`src/rtl/imm_decode_ctrl.sv`:
```
`default_nettype none
// ---------------------------------------------------------------------------
// imm_decode_ctrl : decode-stage queue, immsel decoder and ID/EX register
// Revision        : 1.0
// ---------------------------------------------------------------------------
module imm_decode_ctrl #(
  parameter int DATA_WIDTH = 32
) (
  input  logic                  clk,
  input  logic                  rst_n,
  input  logic                  in_valid,
  output logic                  in_ready,
  input  logic [DATA_WIDTH-1:0] in_instr,
  input  logic [DATA_WIDTH-1:0] in_pc,
  input  logic                  flush,
  output logic [DATA_WIDTH-1:0] gen_din,
  output logic [2:0]            gen_immsel,
  input  logic [DATA_WIDTH-1:0] gen_dout,
  output logic                  out_valid,
  input  logic                  out_ready,
  output logic [DATA_WIDTH-1:0] out_instr,
  output logic [DATA_WIDTH-1:0] out_pc,
  output logic [DATA_WIDTH-1:0] out_imm,
  output logic [2:0]            out_immsel,
  output logic                  out_illegal
);

  localparam logic [6:0] OP_R      = 7'b0110011;
  localparam logic [6:0] OP_IMM    = 7'b0010011;
  localparam logic [6:0] OP_LOAD   = 7'b0000011;
  localparam logic [6:0] OP_JALR   = 7'b1100111;
  localparam logic [6:0] OP_STORE  = 7'b0100011;
  localparam logic [6:0] OP_BRANCH = 7'b1100011;
  localparam logic [6:0] OP_JAL    = 7'b1101111;
  localparam logic [6:0] OP_LUI    = 7'b0110111;
  localparam logic [6:0] OP_AUIPC  = 7'b0010111;

  logic [DATA_WIDTH-1:0] q_instr_q [2];
  logic [DATA_WIDTH-1:0] q_pc_q    [2];
  logic [1:0]            count_q, count_d;
  logic                  rd_ptr_q, rd_ptr_d;
  logic                  wr_ptr_q, wr_ptr_d;

  logic                  out_valid_q;
  logic [DATA_WIDTH-1:0] out_instr_q, out_pc_q, out_imm_q;
  logic [2:0]            out_immsel_q;
  logic                  out_illegal_q;

  logic                  enq, deq, not_empty;
  logic [DATA_WIDTH-1:0] head_instr, head_pc;
  logic [2:0]            dec_immsel;
  logic                  dec_illegal;

  assign not_empty = (count_q != 2'd0);
  assign in_ready  = rst_n & (count_q != 2'd2);
  assign enq       = in_valid & in_ready;
  assign deq       = not_empty & (~out_valid_q | out_ready);

  assign head_instr = not_empty ? q_instr_q[rd_ptr_q] : '0;
  assign head_pc    = not_empty ? q_pc_q[rd_ptr_q]    : '0;

  always_comb begin
    dec_immsel  = 3'b000;
    dec_illegal = 1'b0;
    case (head_instr[6:0])
      OP_R: dec_immsel = 3'b000;
      OP_IMM: begin
        if (head_instr[14:12] == 3'b001)
          dec_immsel = 3'b001;
        else if (head_instr[14:12] == 3'b101)
          dec_immsel = head_instr[30] ? 3'b111 : 3'b001;
        else
          dec_immsel = 3'b010;
      end
      OP_LOAD, OP_JALR: dec_immsel = 3'b010;
      OP_STORE:         dec_immsel = 3'b011;
      OP_BRANCH:        dec_immsel = 3'b100;
      OP_JAL:           dec_immsel = 3'b101;
      OP_LUI, OP_AUIPC: dec_immsel = 3'b110;
      default:          dec_illegal = 1'b1;
    endcase
  end

  // The empty-queue case forces immsel to 000 even though opcode 0 decodes as illegal.
  assign gen_din    = head_instr;
  assign gen_immsel = not_empty ? dec_immsel : 3'b000;

  always_comb begin
    count_d  = count_q;
    rd_ptr_d = rd_ptr_q ^ deq;
    wr_ptr_d = wr_ptr_q ^ enq;
    case ({enq, deq})
      2'b10:   count_d = count_q + 2'd1;
      2'b01:   count_d = count_q - 2'd1;
      default: count_d = count_q;
    endcase
  end

  always_ff @(posedge clk) begin
    if (enq && !flush) begin
      q_instr_q[wr_ptr_q] <= in_instr;
      q_pc_q[wr_ptr_q]    <= in_pc;
    end
  end

  always_ff @(posedge clk or negedge rst_n) begin
    if (!rst_n) begin
      count_q       <= 2'd0;
      rd_ptr_q      <= 1'b0;
      wr_ptr_q      <= 1'b0;
      out_valid_q   <= 1'b0;
      out_instr_q   <= '0;
      out_pc_q      <= '0;
      out_imm_q     <= '0;
      out_immsel_q  <= 3'b000;
      out_illegal_q <= 1'b0;
    end else if (flush) begin
      count_q     <= 2'd0;
      rd_ptr_q    <= 1'b0;
      wr_ptr_q    <= 1'b0;
      out_valid_q <= 1'b0;
    end else begin
      count_q  <= count_d;
      rd_ptr_q <= rd_ptr_d;
      wr_ptr_q <= wr_ptr_d;
      if (deq) begin
        out_valid_q   <= 1'b1;
        out_instr_q   <= head_instr;
        out_pc_q      <= head_pc;
        out_imm_q     <= gen_dout;
        out_immsel_q  <= dec_immsel;
        out_illegal_q <= dec_illegal;
      end else if (out_valid_q && out_ready) begin
        out_valid_q <= 1'b0;
      end
    end
  end

  assign out_valid   = out_valid_q;
  assign out_instr   = out_instr_q;
  assign out_pc      = out_pc_q;
  assign out_imm     = out_imm_q;
  assign out_immsel  = out_immsel_q;
  assign out_illegal = out_illegal_q;

endmodule
`default_nettype wire

```
`config.mk`:
```
export PLATFORM = sky130hd
export DESIGN_NAME = imm_decode_ctrl
export DESIGN_NICKNAME = d
export VERILOG_FILES = /design/src/rtl/imm_decode_ctrl.sv
export SDC_FILE = /design/constraint.sdc
export NUM_CORES = 1
export LEC_CHECK = 0
export CAP_MARGIN = 20
export CELL_PAD_IN_SITES_DETAIL_PLACEMENT = 2
export CELL_PAD_IN_SITES_GLOBAL_PLACEMENT = 2
export CORE_MARGIN = 3
export CORE_UTILIZATION = 35
export CTS_BUF_LIST = sky130_fd_sc_hd__clkbuf_8
export CTS_CLUSTER_DIAMETER = 200
export DETAILED_ROUTE_END_ITERATION = 7
export PLACE_DENSITY = 0.84
export SLEW_MARGIN = 0
export SYNTH_ARGS = -nofsm -noshare
export SYNTH_HDL_FRONTEND = slang
export SYNTH_SLANG_ARGS = --single-unit
```
`constraint.sdc`:
```
create_clock -name clk -period 11.6 [get_ports clk]
set_input_delay 1.74 -clock clk [delete_from_list [all_inputs] [get_ports clk]]
set_output_delay 1.74 -clock clk [all_outputs]
set_load 0.02 [all_outputs]
```
---- After elaboration in Yosys (flattened, before gate mapping) ----
Memory sizes are Yosys's and may differ from the RTL's. A register that Yosys moved wholly into a read port is not among the register bits.
Cells that the tools add are included.
storage, ports and cells
  input port bits ......................... 101
  logic and storage cells ................. 61
  memories ................................ 2
  output and inout bits ................... 137
  RAM bits ................................ 128
  register bits after elaboration ......... 73
cells by class
  bitwise gates (word level) .............. 8
  reductions and logical operators ........ 11
  equality and inequality tests ........... 14
  multiplexer cells ....................... 16
  $add $sub $neg .......................... 2
memory list
  name       words  width  rd ports  clocked after memory_dff  write ports  RTL line  RTL
  q_instr_q  2      32     1         0                         1            38        logic [DATA_WIDTH-1:0] q_instr_q [2];
  q_pc_q     2      32     1         1                         1            39        logic [DATA_WIDTH-1:0] q_pc_q [2];
operators by type and width
  cell                   number
  $mux W32               1
  $eq A7 B6 Y1 const B   3
  $eq A7 B7 Y1 const B   3
  $pmux W3 S6            1
  $eq A7 B5 Y1 const B   2
  $mux W3                4
  $reduce_or A9 Y1       1
  $mux W1                8
  $eq A7 B2 Y1 const B   1
  $reduce_bool A3 Y1     2
  $pmux W2 S2            1
  $reduce_or A2 Y1       2
  $and A1 B1 Y1          3
  $eq A3 B1 Y1 const B   1
  $eq A3 B3 Y1 const B   1
  $add A2 B1 Y2 const B  1
  $eq A2 B1 Y1 const B   1
  $eq A2 B2 Y1 const B   1
  $logic_and A1 B1 Y1    2
  $logic_not A1 Y1       2
  $mux W2                1
  $ne A2 B2 Y1 const B   1
  $not A1 Y1             2
  $reduce_and A2 Y1      1
  other kinds (4)        5

---- Logic depth before layout (Yosys ltp) ----
  depth after elaboration ................. 7
  depth in mapped cells ................... 8
  mapped depth without buffers ............ 6

---- Least setup slack after synthesis ----
Ideal clock, no wire load.
  kind .................................... input to register
  start ................................... input port in_valid
  end ..................................... memory q_instr_q[1][0], enable pin
  cell stages on the path ................. 2
  library setup time ...................... 578 ps
  buffers on the path ..................... 0
  required time ........................... 11022 ps
  arrival ................................. 6665 ps
  slack ................................... 4357 ps
  path through ............................ nand3_1 nor3b_1
on the way
  cells in the longest elaborated chain, start to end .. 4
RTL lines
  what                           RTL line  RTL
  start, declared                11        input logic in_valid,
  $and A1 B1 Y1                  56        assign enq = in_valid & in_ready;
  $logic_and A1 B1 Y1            100       if (enq && !flush) begin
  $mux W1                        100
  $mux W1 (not written as such)  101       q_instr_q[wr_ptr_q] <= in_instr;
  end, declared                  38
Every way passes these cells.

---- Worst setup path in the final report ----
  start ................................... register count_q[0]
  end ..................................... output port gen_immsel[1]
on the way
  cells in the longest elaborated chain, start to end .. 7
  elaborated cells between the ends (all ways) .. 19
RTL lines
  what                                     RTL line  RTL
  start, declared                          40        logic [1:0] count_q, count_d;
  start signal, assigned                   123       count_q <= count_d;
  $reduce_bool A2 Y1 *                     54        assign not_empty = (count_q != 2'd0);
  $mux W32                                 59        assign head_instr = not_empty ? q_instr_q[rd_ptr_q] : '0;
  $eq A3 B3 Y1 or $mux W3 (tied branches)  70, 71
  $mux W3                                  70        else if (head_instr[14:12] == 3'b101)
  $mux W3                                  68        if (head_instr[14:12] == 3'b001)
  $pmux W3 S6                              65        case (head_instr[6:0])
  $mux W3 *                                86        assign gen_immsel = not_empty ? dec_immsel : 3'b000;
  end, declared                            17        output logic [2:0] gen_immsel,
Mark *: on every way between the ends. The rest lies on a longest branch, timed or not.

==> results.yml <==
timing:
  grt_setup_unrepaired: "no"
  fin_tns_setup_ps: 0
  skew_ps: 23.08
  setup_viol: 0
  hold_slack_ps: 479.4
  max_slew.worst_pin.slew_ps: 990.6
  fmax_mhz: 187.5
  post-route-period-util_pct: 45.99
  slew_violations: 0
  finalHoldViolations: 0
  period_minus_slack_ps: 5335
  relSlewSlack_pct: 33.80
clock_tree:
  clk_pin_slew_ps: 60
  hold_buffers: 0
  clk_latency_ps: 530
  cts-root-buf: "clkbuf_8"
  cts_setup_buffers: 0
  clock_path_buffers: 3
  ctsResizeCount: 0
  cts_made_buffers: 42
  cts_tree: "done"
  htreeDepth: 2
  cts_sinks: 233
floorplan:
  fp-row-count: 57
  coreArea_sq_mm: 0.02453
  io_pins: 238
  start_util_pct: 35.93
  die_width_microns: 164.7
  die_y_microns: 164.7
  die-area_sq_mm: 0.02712
synthesis:
  synth_nets: 788
  syn_area_per_cell_sq_um: 12.83
  syn_inst: 687
  synth-warning-count: 0
  netlist_area_sq_mm: 0.008815
  ys_seq_area_share_pct: 73.41
  ys_ff_latch: 233
  ys_types: 38
layout:
  syn2layout_area_growth_pct: 39.57
  layout-drive-gt1-share_pct: 7.803
  nNetsFinal: 1043
worst_setup_path:
  crit_path_end_kind: "output port"
  startpoint_type: "flop"
  critPathArrivalTime_ps: 3590
  crit_required_ps: 9860
  crit_fanout: 39
  path_class: "reg -> out"
place:
  gp_congestion: 0.7596
  hpwl_mm: 17.59
  port_buffers: 237
power:
  p_sw_share_pct: 27.45
  p_sw_uw: 556.3
  pwr-share-clk_pct: 33.9
  powerDensity_mw_per_mm2: 164.7
  power_frac_seq_pct: 48.8
  power.leakage_uw: 0.004928
  vdd_drop_max_v: 0.0001040
  internal_power_uw: 1471
  power_frac_comb_pct: 17.3
global_route:
  overflow: 0
  track_usage_pct: 19.25
  grt_pass1_wl_mm: 40.18
  grt_max_degree: 70
  antenna_found_initial: 4
  grt_pass1_vias: 7231
routing:
  drt_iter0_markers: 306
  ant_nets: 0
  drtPass1Iterations: 6
  remaining_drc_errors: 0
  post_drt_via_cell_ratio: 4.806
  routed_wl_mm: 26.29
  route.vias.total: 6248
  route.detailed.wl_per_inst_microns: 20.22
min_path:
  hp-class: "reg -> reg"
job:
  drv_cap: 0
outcome:
  status: "completed"
## power groups by stage
stage,registers (uW),clock network (uW),logic [uW]
after floorplan,1070,0,78.3
final,989,688,351
after detailed placement,1000,0,355
after global routing,997,763,380
after CTS,990,718,358
after global placement,999,0,341
## per-stage QoR
step | setup slack [ps] | std cells | total power [uW] | util (%) | instance area [sq um]
finish | 6265 | 1300 | 2027 | 50.15 | 12300
detailed placement | 6788 | 1222 | 1360 | 47.06 | 11550
global route | 6049 | 1300 | 2140 | 50.15 | 12300
global placement | 6869 | 1222 | 1341 | 47.06 | 11550
floorplan | 4357 | 687 | 1146 | - | 8815
CTS | 6180 | 1298 | 2066 | 50.13 | 12300
## flip-flops by register name, indices dropped and copies added, names as in the netlist
register / count
q_pc_q: 64
q_instr_q: 64
rd_ptr_q: 1
count_q: 2
out_instr: 32
out_valid: 1
out_immsel: 3
out_imm: 32
out_illegal: 1
wr_ptr_q: 1
out_pc: 32
## final timing paths
kind                       cells after the start  slack, ps  startpoint       endpoint
setup / recovery                               6       6270  count_q[0]  gen_immsel[1]
hold / removal                                 2        480  out_pc[11]     out_pc[11]
setup reg to reg                               5       8320  count_q[0]    out_illegal
hold reg to reg                                2        480  out_pc[11]     out_pc[11]
max in group asynchronous                      3       8890       rst_n  out_instr[25]
min in group asynchronous                      2       1490       rst_n       wr_ptr_q
## critical path, cell delays in order (launching register included)
cell and delay, ps:
dfrtp_1 450, nor2_4 790, or2_2 330, inv_1 100
or4b_1 550, o221ai_1 150, clkdlybuf4s50_1 670
## cell usage after synthesis, drive strengths merged
master    n  area [sq um]
xnor2     1         8.760
edfxtp  128          3844
and4      1         8.760
xor2      1         8.760
nor2b     1         6.260
a32o      1         10.01
clkbuf   26         97.59
nand2   223         837.1
o21ai    40         200.2
or2       3         18.77
nand3b    1         7.510
and3b     1         8.760
nand2b    3         18.77
buf       9         45.04
o211a     1         10.01
a31oi     3         18.77
nand4     3         18.77
nor3      6         30.03
and2      1         6.260
a21o      1         7.510
o211ai    3         22.52
o221ai    1         8.760
a21oi     4         20.02
and3      2         12.51
o21a      1         7.510
or4b      2         20.02
mux2      5         56.30
nand3     6         30.03
inv       3         11.26
nor2     34         127.6
nor3b     3         22.52
or3       2         12.51
dfrtp   105          2628
mux2i    62         624.4
## metal layers
metal	part of all wire [%]	wire [microns]	track usage, %
met1	38	9927	21.16
met2	53	13840	35.68
met4	3.4	891	6.824
met5	0.17	46	0
met3	6.0	1584	5.016
## placed cells by master (no fill, tap or decap), drive strengths merged, types with 2 or more instances in the layout
master and count:
nor3 6, nor3b 3, clkbuf 45, or4b 2, nand3 6, o211ai 3
inv 20, nand2 223, clkinvlp 2, buf 10, nand4 3, nor2 34
and3 2, o21ai 40, or2 3, edfxtp 128, clkdlybuf4s50 236, mux2i 62
a31oi 3, diode 2, a21oi 4, or3 2, clkinv 12, dfrtp 105
mux2 5, nand2b 3
## logic make-up (layout without fill, tap and decap cells)
kind of cell / after synthesis / after routing / synth area share [%]
xor gates and xnor gates: 2 / 2 / 0.1988
and+or+nand+nor: 292 / 292 / 13.46
muxes: 67 / 67 / 7.722
DFF: 233 / 233 / 73.41
AOI/OAI and AO/OA: 55 / 55 / 3.464
other: 0 / 2 / 0
buffers and inverters: 38 / 325 / 1.746
## cell type report
type | instances | area [sq um]
clock buffer | 45 | 619.3
antenna | 2 | 5.005
timing repair buffer | 246 | 2437
multi-input combinational | 416 | 2217
inverter | 3 | 11.26
tap | 324 | 405.4
sequential | 233 | 6475
clock inverter | 31 | 132.6
fill | 2407 | 12230
Power figures use the tool's default switching activity.
